==> src/rtl/axis_fifo_fwft.sv <==
// axis_fifo_fwft: AXI4-Stream first-word-fall-through FIFO.
//  Stores {tlast,tdata} in a DEPTH-entry RAM. The pointers carry an extra wrap
//  bit, so all DEPTH entries are usable. The head word is presented on m_axis
//  without a read strobe. Fill level and almost-full/almost-empty flags are
//  also provided.
// Ports:
//  clk, rst_n          clock (rising edge), asynchronous active-low reset
//  s_axis_t*           write side: tdata, tlast, tvalid in; tready out (= !full)
//  m_axis_t*           read side: tdata, tlast, tvalid out (= !empty); tready in
//  level               stored word count, 0..DEPTH
//  almost_full         level >= AFULL_THRESH
//  almost_empty        level <= AEMPTY_THRESH
module axis_fifo_fwft #(
   parameter int unsigned DEPTH         = 8,
   parameter int unsigned DWIDTH        = 16,
   parameter int unsigned AFULL_THRESH  = 6,
   parameter int unsigned AEMPTY_THRESH = 2
) (
   input  logic                      clk,
   input  logic                      rst_n,
   input  logic [DWIDTH-1:0]         s_axis_tdata,
   input  logic                      s_axis_tlast,
   input  logic                      s_axis_tvalid,
   output logic                      s_axis_tready,
   output logic [DWIDTH-1:0]         m_axis_tdata,
   output logic                      m_axis_tlast,
   output logic                      m_axis_tvalid,
   input  logic                      m_axis_tready,
   output logic [$clog2(DEPTH):0]    level,
   output logic                      almost_full,
   output logic                      almost_empty
);

   localparam int unsigned AW = $clog2(DEPTH);
   localparam int unsigned PW = AW + 1;
   localparam logic [PW-1:0] AFULL_LVL  = PW'(AFULL_THRESH);
   localparam logic [PW-1:0] AEMPTY_LVL = PW'(AEMPTY_THRESH);

   logic [DWIDTH:0] mem [DEPTH];

   logic [PW-1:0] wptr;
   logic [PW-1:0] rptr;
   logic [PW-1:0] wptr_nxt;
   logic [PW-1:0] rptr_nxt;
   logic [PW-1:0] level_nxt;
   logic          full_q;
   logic          empty_q;
   logic          full_nxt;
   logic          empty_nxt;
   logic          push;
   logic          pop;

   // The handshake sides see only registered flags, never the opposite side's valid/ready.
   assign s_axis_tready = !full_q;
   assign m_axis_tvalid = !empty_q;

   // Head word falls through from the RAM at the read index.
   assign {m_axis_tlast, m_axis_tdata} = mem[rptr[AW-1:0]];

   // Next pointers and the flags derived from them.
   // The flags are registered on the same edge as the pointers they describe.
   always_comb begin
      push      = s_axis_tvalid && !full_q;
      pop       = m_axis_tready && !empty_q;
      wptr_nxt  = wptr + PW'(push);
      rptr_nxt  = rptr + PW'(pop);
      level_nxt = wptr_nxt - rptr_nxt;
      empty_nxt = (wptr_nxt == rptr_nxt);
      full_nxt  = (wptr_nxt[AW-1:0] == rptr_nxt[AW-1:0]) &&
                  (wptr_nxt[AW] != rptr_nxt[AW]);
   end

   // Pointer and status registers.
   always_ff @(posedge clk or negedge rst_n) begin
      if (!rst_n) begin
         wptr         <= '0;
         rptr         <= '0;
         level        <= '0;
         empty_q      <= 1'b1;
         full_q       <= 1'b0;
         almost_full  <= (AFULL_LVL == '0);
         almost_empty <= 1'b1;
      end else begin
         wptr         <= wptr_nxt;
         rptr         <= rptr_nxt;
         level        <= level_nxt;
         empty_q      <= empty_nxt;
         full_q       <= full_nxt;
         almost_full  <= (level_nxt >= AFULL_LVL);
         almost_empty <= (level_nxt <= AEMPTY_LVL);
      end
   end

   // Storage is not reset; stale contents are never visible because tvalid gates them.
   always_ff @(posedge clk) begin
      if (push) begin
         mem[wptr[AW-1:0]] <= {s_axis_tlast, s_axis_tdata};
      end
   end

endmodule
==> config.mk <==
export PLATFORM = sky130hd
export DESIGN_NAME = axis_fifo_fwft
export DESIGN_NICKNAME = d
export VERILOG_FILES = /design/src/rtl/axis_fifo_fwft.sv
export SDC_FILE = /design/constraint.sdc
export NUM_CORES = 1
export LEC_CHECK = 0
export ABC_AREA = 1
export CAP_MARGIN = 0
export CORE_UTILIZATION = 48
export CTS_CLUSTER_SIZE = 25
export DETAILED_ROUTE_END_ITERATION = 8
export HOLD_SLACK_MARGIN = 0.03
export MAX_ROUTING_LAYER = met4
export PLACE_DENSITY = 0.67
export SLEW_MARGIN = 20
export SYNTH_ARGS = -nofsm -noshare
export SYNTH_HDL_FRONTEND = slang
export SYNTH_SLANG_ARGS = --single-unit
==> constraint.sdc <==
create_clock -name clk -period 5.8 [get_ports clk]
set_input_delay 0.87 -clock clk [delete_from_list [all_inputs] [get_ports clk]]
set_output_delay 0.87 -clock clk [all_outputs]
set_load 0.02 [all_outputs]
---- Word level (Yosys, flattened, before mapping) ----
Memories as Yosys holds them, arrays and structs flattened.
Index checks and enable logic that the tools add are counted.
storage, ports and cells
  register bits after elaboration ......... 16
  memory bits (writable) .................. 136
  input bits .............................. 21
  output and inout bits ................... 25
  memories ................................ 1
operators by class
  add/sub/neg operators ................... 3
  order comparisons ....................... 2
  eq/ne operators ......................... 3
  muxes and demuxes ....................... 2
  reductions and logical operators ........ 5
memory list
  name  words  width  read ports  clocked after memory_dff  wr ports  RTL line  text
  mem   8      17     1           0                         1         39        logic [DWIDTH:0] mem [DEPTH];
operators by type and width
  kind                count
  $add 4x1->4         2
  $eq 4x4->1          1
  $ge 4x3->1 const B  1
  $le 4x2->1 const B  1
  $sub 4x4->4         1
  $eq 3x3->1          1
  $logic_and 1x1->1   3
  $logic_not 1->1     2
  $mux 1              2
  $ne 1x1->1          1

---- Logic depth before layout (Yosys ltp) ----
Gate-level depths: netlist of run 1.
  word-level depth ........................ 5
  depth in mapped cells ................... 16
  depth with buffers taken out ............ 16

---- Worst setup path before layout of run 1 ----
Ideal clock, no wire load.
  path type ............................... input-to-reg
  start ................................... input port s_axis_tvalid
  end ..................................... register almost_full
  setup time .............................. 125 ps
  arrival time ............................ 2236 ps
  data required time ...................... 5675 ps
  path slack .............................. 3439 ps
  cell stages on the path ................. 15
  path through ............................ inv_1 -> nor2_1 -> ha_1 -> ha_1 -> inv_1 -> nand2_2 -> nand2_1 -> inv_1 -> ha_1 -> inv_1 -> nand2_1 -> inv_1 -> nand2_1 -> nand3_1 -> nand3_1
on the way
  word-level cells in the longest chain between the ends .. 4
RTL lines
  item                  RTL line  text
  start, declared       23        input logic s_axis_tvalid,
  $logic_and 1x1->1     63        push = s_axis_tvalid && !full_q;
  $add 4x1->4           65        wptr_nxt = wptr + PW'(push);
  net wptr_nxt[1]       43        logic [PW-1:0] wptr_nxt;
  $sub 4x4->4           67        level_nxt = wptr_nxt - rptr_nxt;
  $ge 4x3->1            89        almost_full <= (level_nxt >= AFULL_LVL);
  end signal, assigned  81        almost_full <= (AFULL_LVL == '0);
  end signal, assigned  89
  end, declared         30        output logic almost_full,
The timed path passes the listed nets, and every way through them passes these cells.

---- Final worst setup path of run 1 ----
  start ................................... register rptr[1]
  end ..................................... output port m_axis_tdata[14]
on the way
  word-level cells in the longest chain between the ends .. 1
RTL lines
  item                    RTL line  text
  start, declared         42        logic [PW-1:0] rptr;
  start signal, assigned  85        rptr <= rptr_nxt;
  $mem_v2 8x17            -
  end, declared           25        output logic [DWIDTH-1:0] m_axis_tdata,
No other way between the ends.

==> results of run 1 <==
## sequential cells by signal, summed over array words and instances, names as in the netlist
signal and flops:
mem 136, level 4, rptr 4, wptr 4, almost_empty 1, almost_full 1, empty_q 1, full_q 1
## metal layers
layer / vias to the layer above / track usage
met5: - / -
met4: 0 / 0.0693
met3: 10 / 0.0570
met2: 98 / 0.343
met1: 1947 / 0.286
li1: 1899 / -
## where the power goes
part | internal, W | switching, W | total [W]
Sequential | 0.00140 | 0.0000920 | 0.00149
Clock | 0.000653 | 0.000410 | 0.00106
Combinational | 0.000566 | 0.00102 | 0.00159
## layout by cell type (no fill, tap or decap), drive strengths merged
master	count
a21oi	17
a31oi	17
buf	10
bufinv	2
clkbuf	23
clkdlybuf4s50	45
clkinv	5
clkinvlp	3
dfrtp	14
dfstp	2
edfxtp	136
ha	6
inv	23
nand2	94
nand3	11
nand4	4
nor2	98
o21ai	68
## cell usage after synthesis (all sizes together)
library cell,instances
a21oi,17
a31oi,17
buf,19
clkbuf,6
dfrtp,14
dfstp,2
edfxtp,136
ha,6
inv,24
nand2,94
nand3,11
nand4,4
nor2,98
o21ai,68
## stage by stage
stage	total power (W)	util	worst slack, ps	area [um^2]
after floorplan	0.00257	-	3440	6180
after global placement	0.00307	0.539	2430	6770
after detailed placement	0.00310	0.539	2320	6770
after CTS	0.00417	0.584	1870	7340
after global routing	0.00439	0.584	1730	7340
final	0.00414	0.584	1900	7340
## critical path, stage by stage (launching register included)
cell             delay (ps)
dfrtp_1                 590
buf_4                   400
inv_2                   380
nor2_1                  190
o21ai_0                 110
a31oi_1                 280
clkdlybuf4s50_1         650
## kinds of logic (layout without fill, tap and decap cells)
| family | count (synthesis) | after routing | synth area share |
|---|---|---|---|
| and+or+nand+nor | 207 | 207 | 0.137 |
| DFF | 152 | 152 | 0.726 |
| buffers and inverters | 49 | 111 | 0.0387 |
| AOI/OAI and AO/OA | 102 | 102 | 0.0860 |
| adders and majority gates | 6 | 6 | 0.0121 |
## final cells by class
type	count	area share
sequential	152	0.611
multi-input combinational	315	0.198
timing repair buffer	55	0.0716
clock buffer	23	0.0637
tap	172	0.0293
clock inverter	9	0.0140
inverter	24	0.0124
## worst max path at each step
| stage | from | to | slack [ps] | cells past startpoint |
|---|---|---|---|---|
| 2_1_floorplan | s_axis_tvalid | almost_full | 3440 | 15 |
| 3_3_place_gp | rptr[1] | m_axis_tdata[9] | 2430 | 6 |
| 3_5_place_dp | rptr[1] | m_axis_tdata[14] | 2320 | 6 |
| 4_1_cts | rptr[1] | m_axis_tdata[14] | 1870 | 6 |
| 5_1_grt | rptr[1] | m_axis_tdata[1] | 1730 | 6 |
| 6_report | rptr[1] | m_axis_tdata[14] | 1900 | 6 |
==> run metrics, run 1 <==
status=finished clean; Max FO, Critical Path=35; first-pass GRT wire length=just over 20000 um; Rows=slightly above 40; WHS Endpoint=wptr[3]; Metal-1 WL=approximately 5900 um; fill cell count=just over 1000; boundary pin count=46; post-synthesis sequential area ratio=0.726; synth unique cells=22; Clock transition at path regs=60 ps; die area=0.0133 mm^2; metal3 WL=between 500 and 600 um; Yosys top cell area share=0.661; Max Cap Viol=0; critical path startpoint category=flop; dominant cells by area after synthesis=edfxtp_1, nor2_1, dfrtp_1; RSZ-0062 raised after global routing=false; met2 wire len=6370 um; cell taking the most area after synthesis=edfxtp_1; H-tree levels=4; total gr overflow=0; worst skew pair latency=~420 ps; reg2reg setup slack=3220 ps; Hold WS=between 500 and 600 ps; multi-input logic area=0.00145 mm^2; antenna-violating nets left=0; Area Growth Syn to Fin=18.8%; WL per Instance=17.3 um; layout cells sized above 1=0.111; Finished Layout Cells=750; Placed Instances=between 700 and 800; R2R cell count=14; all-layer global routing usage=0.221; CTS tree=built; ANT cells=0; WP data arrival=about 3000 ps; Yosys reg bits=~150; number of warnings issued by yosys=0; vias in the first global route=roughly 3800; Slew Limit Fails=0; CP Capture Type=output pin; Fin Clk Skew=7.29 ps; Root Buffer=clkbuf_16; Hold Startpoint=wptr[3]; Max Root-Sink Buffers=2; VDD IR max=roughly 320 uV; reg2reg end=almost_full; max layer used=met4; Gate Count Post-Synth=~520; pwr/cell area=between 500 and 600 mW/mm^2; P_leak=between 2 and 3 nW; post-cts repair resize count=0; CTS sink count=roughly 150; via count=3954; total wire length=between 10000 and 15000 um; cts hold-fix bufs=0; Routability Congestion=~0.77; Hold Crit Class=flop to flop; initial antenna violation count=0; Max Freq=~0.26 GHz; Post-DP HPWL=a little over 7000 um; core area=0.0126 mm^2; DRT iter0 DRCs=460; setup violation total in the final timing report=0; Syn Std Cell Area=about 0.0062 mm^2; critical setup path kind=flop to output pin; syn avg cell area=about 12 um^2; Register Area=between 0.004 and 0.005 mm^2; Setup TNS=0 ps; CTS Buf Count=17; largest net degree at the start of global routing=between 70 and 80; Tcrit/Tclk final=0.672; pin slew with the least headroom to its limit=between 900 and 1000 ps; DIE WIDTH=roughly 120 um; minimum clock period=around 3900 ps; post-layout net count=approximately 600; reg-to-reg startpoint=rptr[1]; syn nets=roughly 540; endpoints failing hold=0; vias per inst=approximately 5.3; Setup Buffers After CTS=0; Slew HR=0.367; DRC=0; Starting Density=0.492; DR pass1 iterations=5; die height=about 120 um; CP required=between 4000 and 5000 ps; port bufs=between 40 and 50; hold path depth=2
Power figures use the tool's default switching activity.
==> run 2: changes to the inputs <==
PLACE_DENSITY = 0.7   (was 0.67)
clock period = 3.3 ns   (was 5.8 ns; I/O delays follow)
==> run metrics, run 2 (same netlist as run 1, synthesis figures left out) <==
status=finished clean; H-tree levels=4; layout cells sized above 1=0.127; Placed Instances=between 700 and 800; RSZ-0062 raised after global routing=false; Max Cap Viol=0; R2R cell count=14; CP required=around 2800 ps; Hold Crit Class=primary input to asynchronous set/reset pin; all-layer global routing usage=0.214; Max FO, Critical Path=40; critical setup path kind=flop to output pin; P_leak=2.77 nW; Setup TNS=0 ps; DRT iter0 DRCs=roughly 250; Max Freq=roughly 0.34 GHz; Post-DP HPWL=between 7000 and 8000 um; pin slew with the least headroom to its limit=~740 ps; CP endpoint=m_axis_tdata[11]; Clock transition at path regs=~60 ps; commonest non-fill, non-tap cell in the layout=edfxtp_1; Tcrit/Tclk final=0.903; CTS Buf Count=17; Fin Clk Skew=between 7 and 8 ps; total gr overflow=0; Setup Buffers After CTS=0; boundary pin count=46; port bufs=45; DR pass1 iterations=4; post-cts repair resize count=0; reg2reg setup slack=1260 ps; Post-DP Area=approximately 0.0069 mm^2; Worst Setup SP=rptr[0]; Max Root-Sink Buffers=2; met1 global-route usage=0.272; Largest register FFs=~140; core area=0.0126 mm^2; Rows=between 40 and 50; endpoints failing hold=0; CTS sink count=between 150 and 200; Routability Congestion=0.784; final instance area=~0.0075 mm^2; Slew Limit Fails=0; Starting Density=0.492; VDD IR max=between 400 and 500 uV; setup violation total in the final timing report=0; CP Capture Type=output pin; DIE WIDTH=115 um; met2 Use GR=0.330; DRC=0; Root Buffer=clkbuf_16; Comb power frac=0.396; CTS tree=built; antenna-violating nets left=0; vias in the first global route=between 3000 and 4000; critical path startpoint category=flop; die height=roughly 120 um; fill cell count=approximately 1000; minimum clock period=2980 ps; largest net degree at the start of global routing=a little over 40; reg-to-reg startpoint=full_q; pwr/cell area=around 1000 mW/mm^2; Clk pwr share=0.262; reg2reg end=almost_full; GR peak layer=met2; vias per inst=between 5 and 6; most frequent cells in the layout=edfxtp_1, nor2_1, nand2_1; post-layout net count=around 600; die area=approximately 0.013 mm^2; internal power=0.00479 W; ANT cells=0; via count=roughly 4000; switch share=0.362; WP data arrival=~2500 ps; worst skew pair latency=~420 ps; Finished Layout Cells=approximately 760; WL per Instance=16.6 um; cts hold-fix bufs=0; total wire length=12600 um; first-pass GRT wire length=around 20000 um; met3 Use GR=0.0450; initial antenna violation count=0; Slew HR=0.504; Flop pwr share=0.342; Area Growth Syn to Fin=21.3%; P_sw=~0.0027 W
run 2: changes by cell type in the layout (fill, tap and decap cells not counted):
cell,delta
clkbuf_8,-2
clkinv_1,+5
inv_2,+1
clkinv_4,+2
bufinv_16,+2
buf_4,+10
buf_12,+2
clkinv_2,-4
clkbuf_1,-4
run 2: per-layer routing:
metal | routed length, um | vias to the layer above
li1 | - | 1923
met1 | 5400 | 1919
met2 | 6250 | 136
met3 | 724 | 18
met4 | 270 | 0
met5 | 0 | -
run 2: how the worst min path moves through the flow:
stage,from,to
3_3_place_gp,rptr[3],rptr[3]
5_1_grt,rst_n,level[3]
6_report,rst_n,almost_full
4_1_cts,rst_n,wptr[1]
3_5_place_dp,wptr[3],wptr[3]
2_1_floorplan,rst_n,almost_full
run 2: layout make-up:
| class | count | area, um^2 | area share |
|---|---|---|---|
| repair buffers | 67 | 641 | 0.0854 |
| inverters | 24 | 90.1 | 0.0120 |
| clock buffers | 17 | 425 | 0.0567 |
| flip-flops and latches | 152 | 4490 | 0.599 |
| multi-input cells | 315 | 1450 | 0.194 |
| clock inverters | 15 | 184 | 0.0245 |
| well taps | 172 | 215 | 0.0287 |
run 2: power groups by stage:
stage / registers, W / clock network [W] / logic [W]
6_report: 0.00257 / 0.00197 / 0.00298
5_1_grt: 0.00259 / 0.00208 / 0.00328
4_1_cts: 0.00257 / 0.00200 / 0.00299
3_5_place_dp: 0.00261 / 0 / 0.00296
3_3_place_gp: 0.00259 / 0 / 0.00291
2_1_floorplan: 0.00263 / 0 / 0.00189
run 2: through the flow:
| step | util | worst slack, ps | hold WS [ps] | total power [W] |
|---|---|---|---|---|
| floorplan | - | 1310 | 199 | 0.00452 |
| global placement | 0.548 | 745 | 523 | 0.00550 |
| detailed placement | 0.548 | 687 | 551 | 0.00557 |
| CTS | 0.597 | 338 | 522 | 0.00756 |
| global route | 0.597 | 200 | 577 | 0.00795 |
| finish | 0.597 | 320 | 519 | 0.00751 |
run 2: critical path, stage by stage (launching register included):
cell,delay (ps)
dfrtp_2,410
inv_2,270
buf_12,240
nor2_1,60
o21ai_1,130
a21oi_1,50
a31oi_1,230
clkdlybuf4s50_1,650
==> run 3: changes to the inputs <==
CORE_MARGIN = 10   (was default)
==> run metrics, run 3 (same netlist as run 1, synthesis figures left out) <==
status=finished clean; Post-DP Area=0.00691 mm^2; Max Cap Viol=0; ANT cells=0; Util after Layout=0.595; Starting Density=0.490; Hold Crit Class=primary input to asynchronous set/reset pin; antenna-violating nets left=0; CTS sink count=152; Root Buffer=clkbuf_16; core area=0.0126 mm^2; critical setup path kind=flop to output pin; CTS tree=built; CP required=~2800 ps; port bufs=45; Post-DP HPWL=approximately 8400 um; P_leak=roughly 2.8 nW; CTS Buf Count=17; Fin Clk Skew=6.66 ps; Comb power frac=0.397; boundary pin count=46; WP data arrival=between 2000 and 3000 ps; WL per Instance=17.4 um; Setup Buffers After CTS=0; commonest non-fill, non-tap cell in the layout=edfxtp_1; most frequent cells in the layout=edfxtp_1, nor2_1, nand2_1; layout cells sized above 1=0.138; Max FO, Critical Path=28; Routability Congestion=0.797; largest net degree at the start of global routing=40; VDD IR max=approximately 620 uV; RSZ-0062 raised after global routing=false; first-pass GRT wire length=about 22000 um; Rows=41; H-tree levels=4; Max Root-Sink Buffers=2; Max Freq=between 0.3 and 0.4 GHz; pin slew with the least headroom to its limit=roughly 750 ps; vias in the first global route=approximately 4200; die area=around 0.018 mm^2; Clk pwr share=0.259; fill cell count=slightly above 1000; initial antenna violation count=0; Slew HR=0.500; pwr/cell area=about 1000 mW/mm^2; DIE WIDTH=between 100 and 150 um; Pwr Total=approximately 0.0075 W; all-layer global routing usage=0.162; endpoints failing hold=0; worst skew pair latency=between 400 and 500 ps; minimum clock period=3010 ps; post-cts repair resize count=0; Area Growth Syn to Fin=21.6%; internal power=0.00475 W; total gr overflow=0; CP Capture Type=output pin; Finished Layout Cells=approximately 770; switch share=0.367; die height=around 130 um; Register Area=0.00449 mm^2; Tcrit/Tclk final=0.914; Flop pwr share=0.344; critical path startpoint category=flop; R2R cell count=13; Setup TNS=0 ps; Clock transition at path regs=about 60 ps; total wire length=about 13000 um; Largest register FFs=136; DR pass1 iterations=4; multi-input logic area=roughly 0.0015 mm^2; via count=about 4100; cts hold-fix bufs=0; DRC=0; Slew Limit Fails=0; final instance area=about 0.0075 mm^2; setup violation total in the final timing report=0; DRT iter0 DRCs=about 360; P_sw=between 0.002 and 0.003 W; Placed Instances=between 700 and 800; post-layout net count=around 600; vias per inst=between 5 and 6
## run 3: final cells by class
type / count / share of cell area
clock inverters: 14 / 0.0233
flip-flops and latches: 152 / 0.597
inverters: 24 / 0.0120
repair buffers: 70 / 0.0882
well taps: 172 / 0.0286
clock buffers: 18 / 0.0571
multi-input cells: 315 / 0.193
## run 3: worst paths after layout
kind,from,to,slack (ps)
min in group clk,wptr[0],wptr[0],560
max in group asynchronous,rst_n,rptr[0],2260
max,rptr[0],m_axis_tdata[0],290
max reg2reg,rptr[1],almost_full,1210
min reg2reg,wptr[0],wptr[0],560
min,rst_n,level[0],520
## run 3: through the flow
stage | hold WS, ps | setup slack (ps)
CTS | 533 | 249
global route | 572 | 97.0
detailed placement | 541 | 642
floorplan | 199 | 1310
global placement | 522 | 739
finish | 521 | 285
## run 3: power groups by stage
| stage | sequential [W] | combinational, W | clock, W |
|---|---|---|---|
| floorplan | 0.00263 | 0.00189 | 0 |
| global placement | 0.00261 | 0.00293 | 0 |
| detailed placement | 0.00262 | 0.00298 | 0 |
| CTS | 0.00259 | 0.00301 | 0.00197 |
| global route | 0.00262 | 0.00331 | 0.00206 |
| finish | 0.00258 | 0.00298 | 0.00194 |
## run 3: critical path, stage by stage, from the launching register on
cell,delay [ps]
dfrtp_2,420
inv_2,280
buf_12,220
nor2_1,50
o21ai_0,200
a21oi_1,60
a31oi_1,220
clkdlybuf4s50_1,640
## run 3: routing by layer
metal,GRT usage,part of all wire,vias to the layer above,routed length [um]
met5,-,0,-,0
met1,0.198,0.43,1993,5740
met3,0.0387,0.066,13,883
met4,0.0599,0.012,0,156
met2,0.257,0.49,133,6560
li1,-,-,1932,-
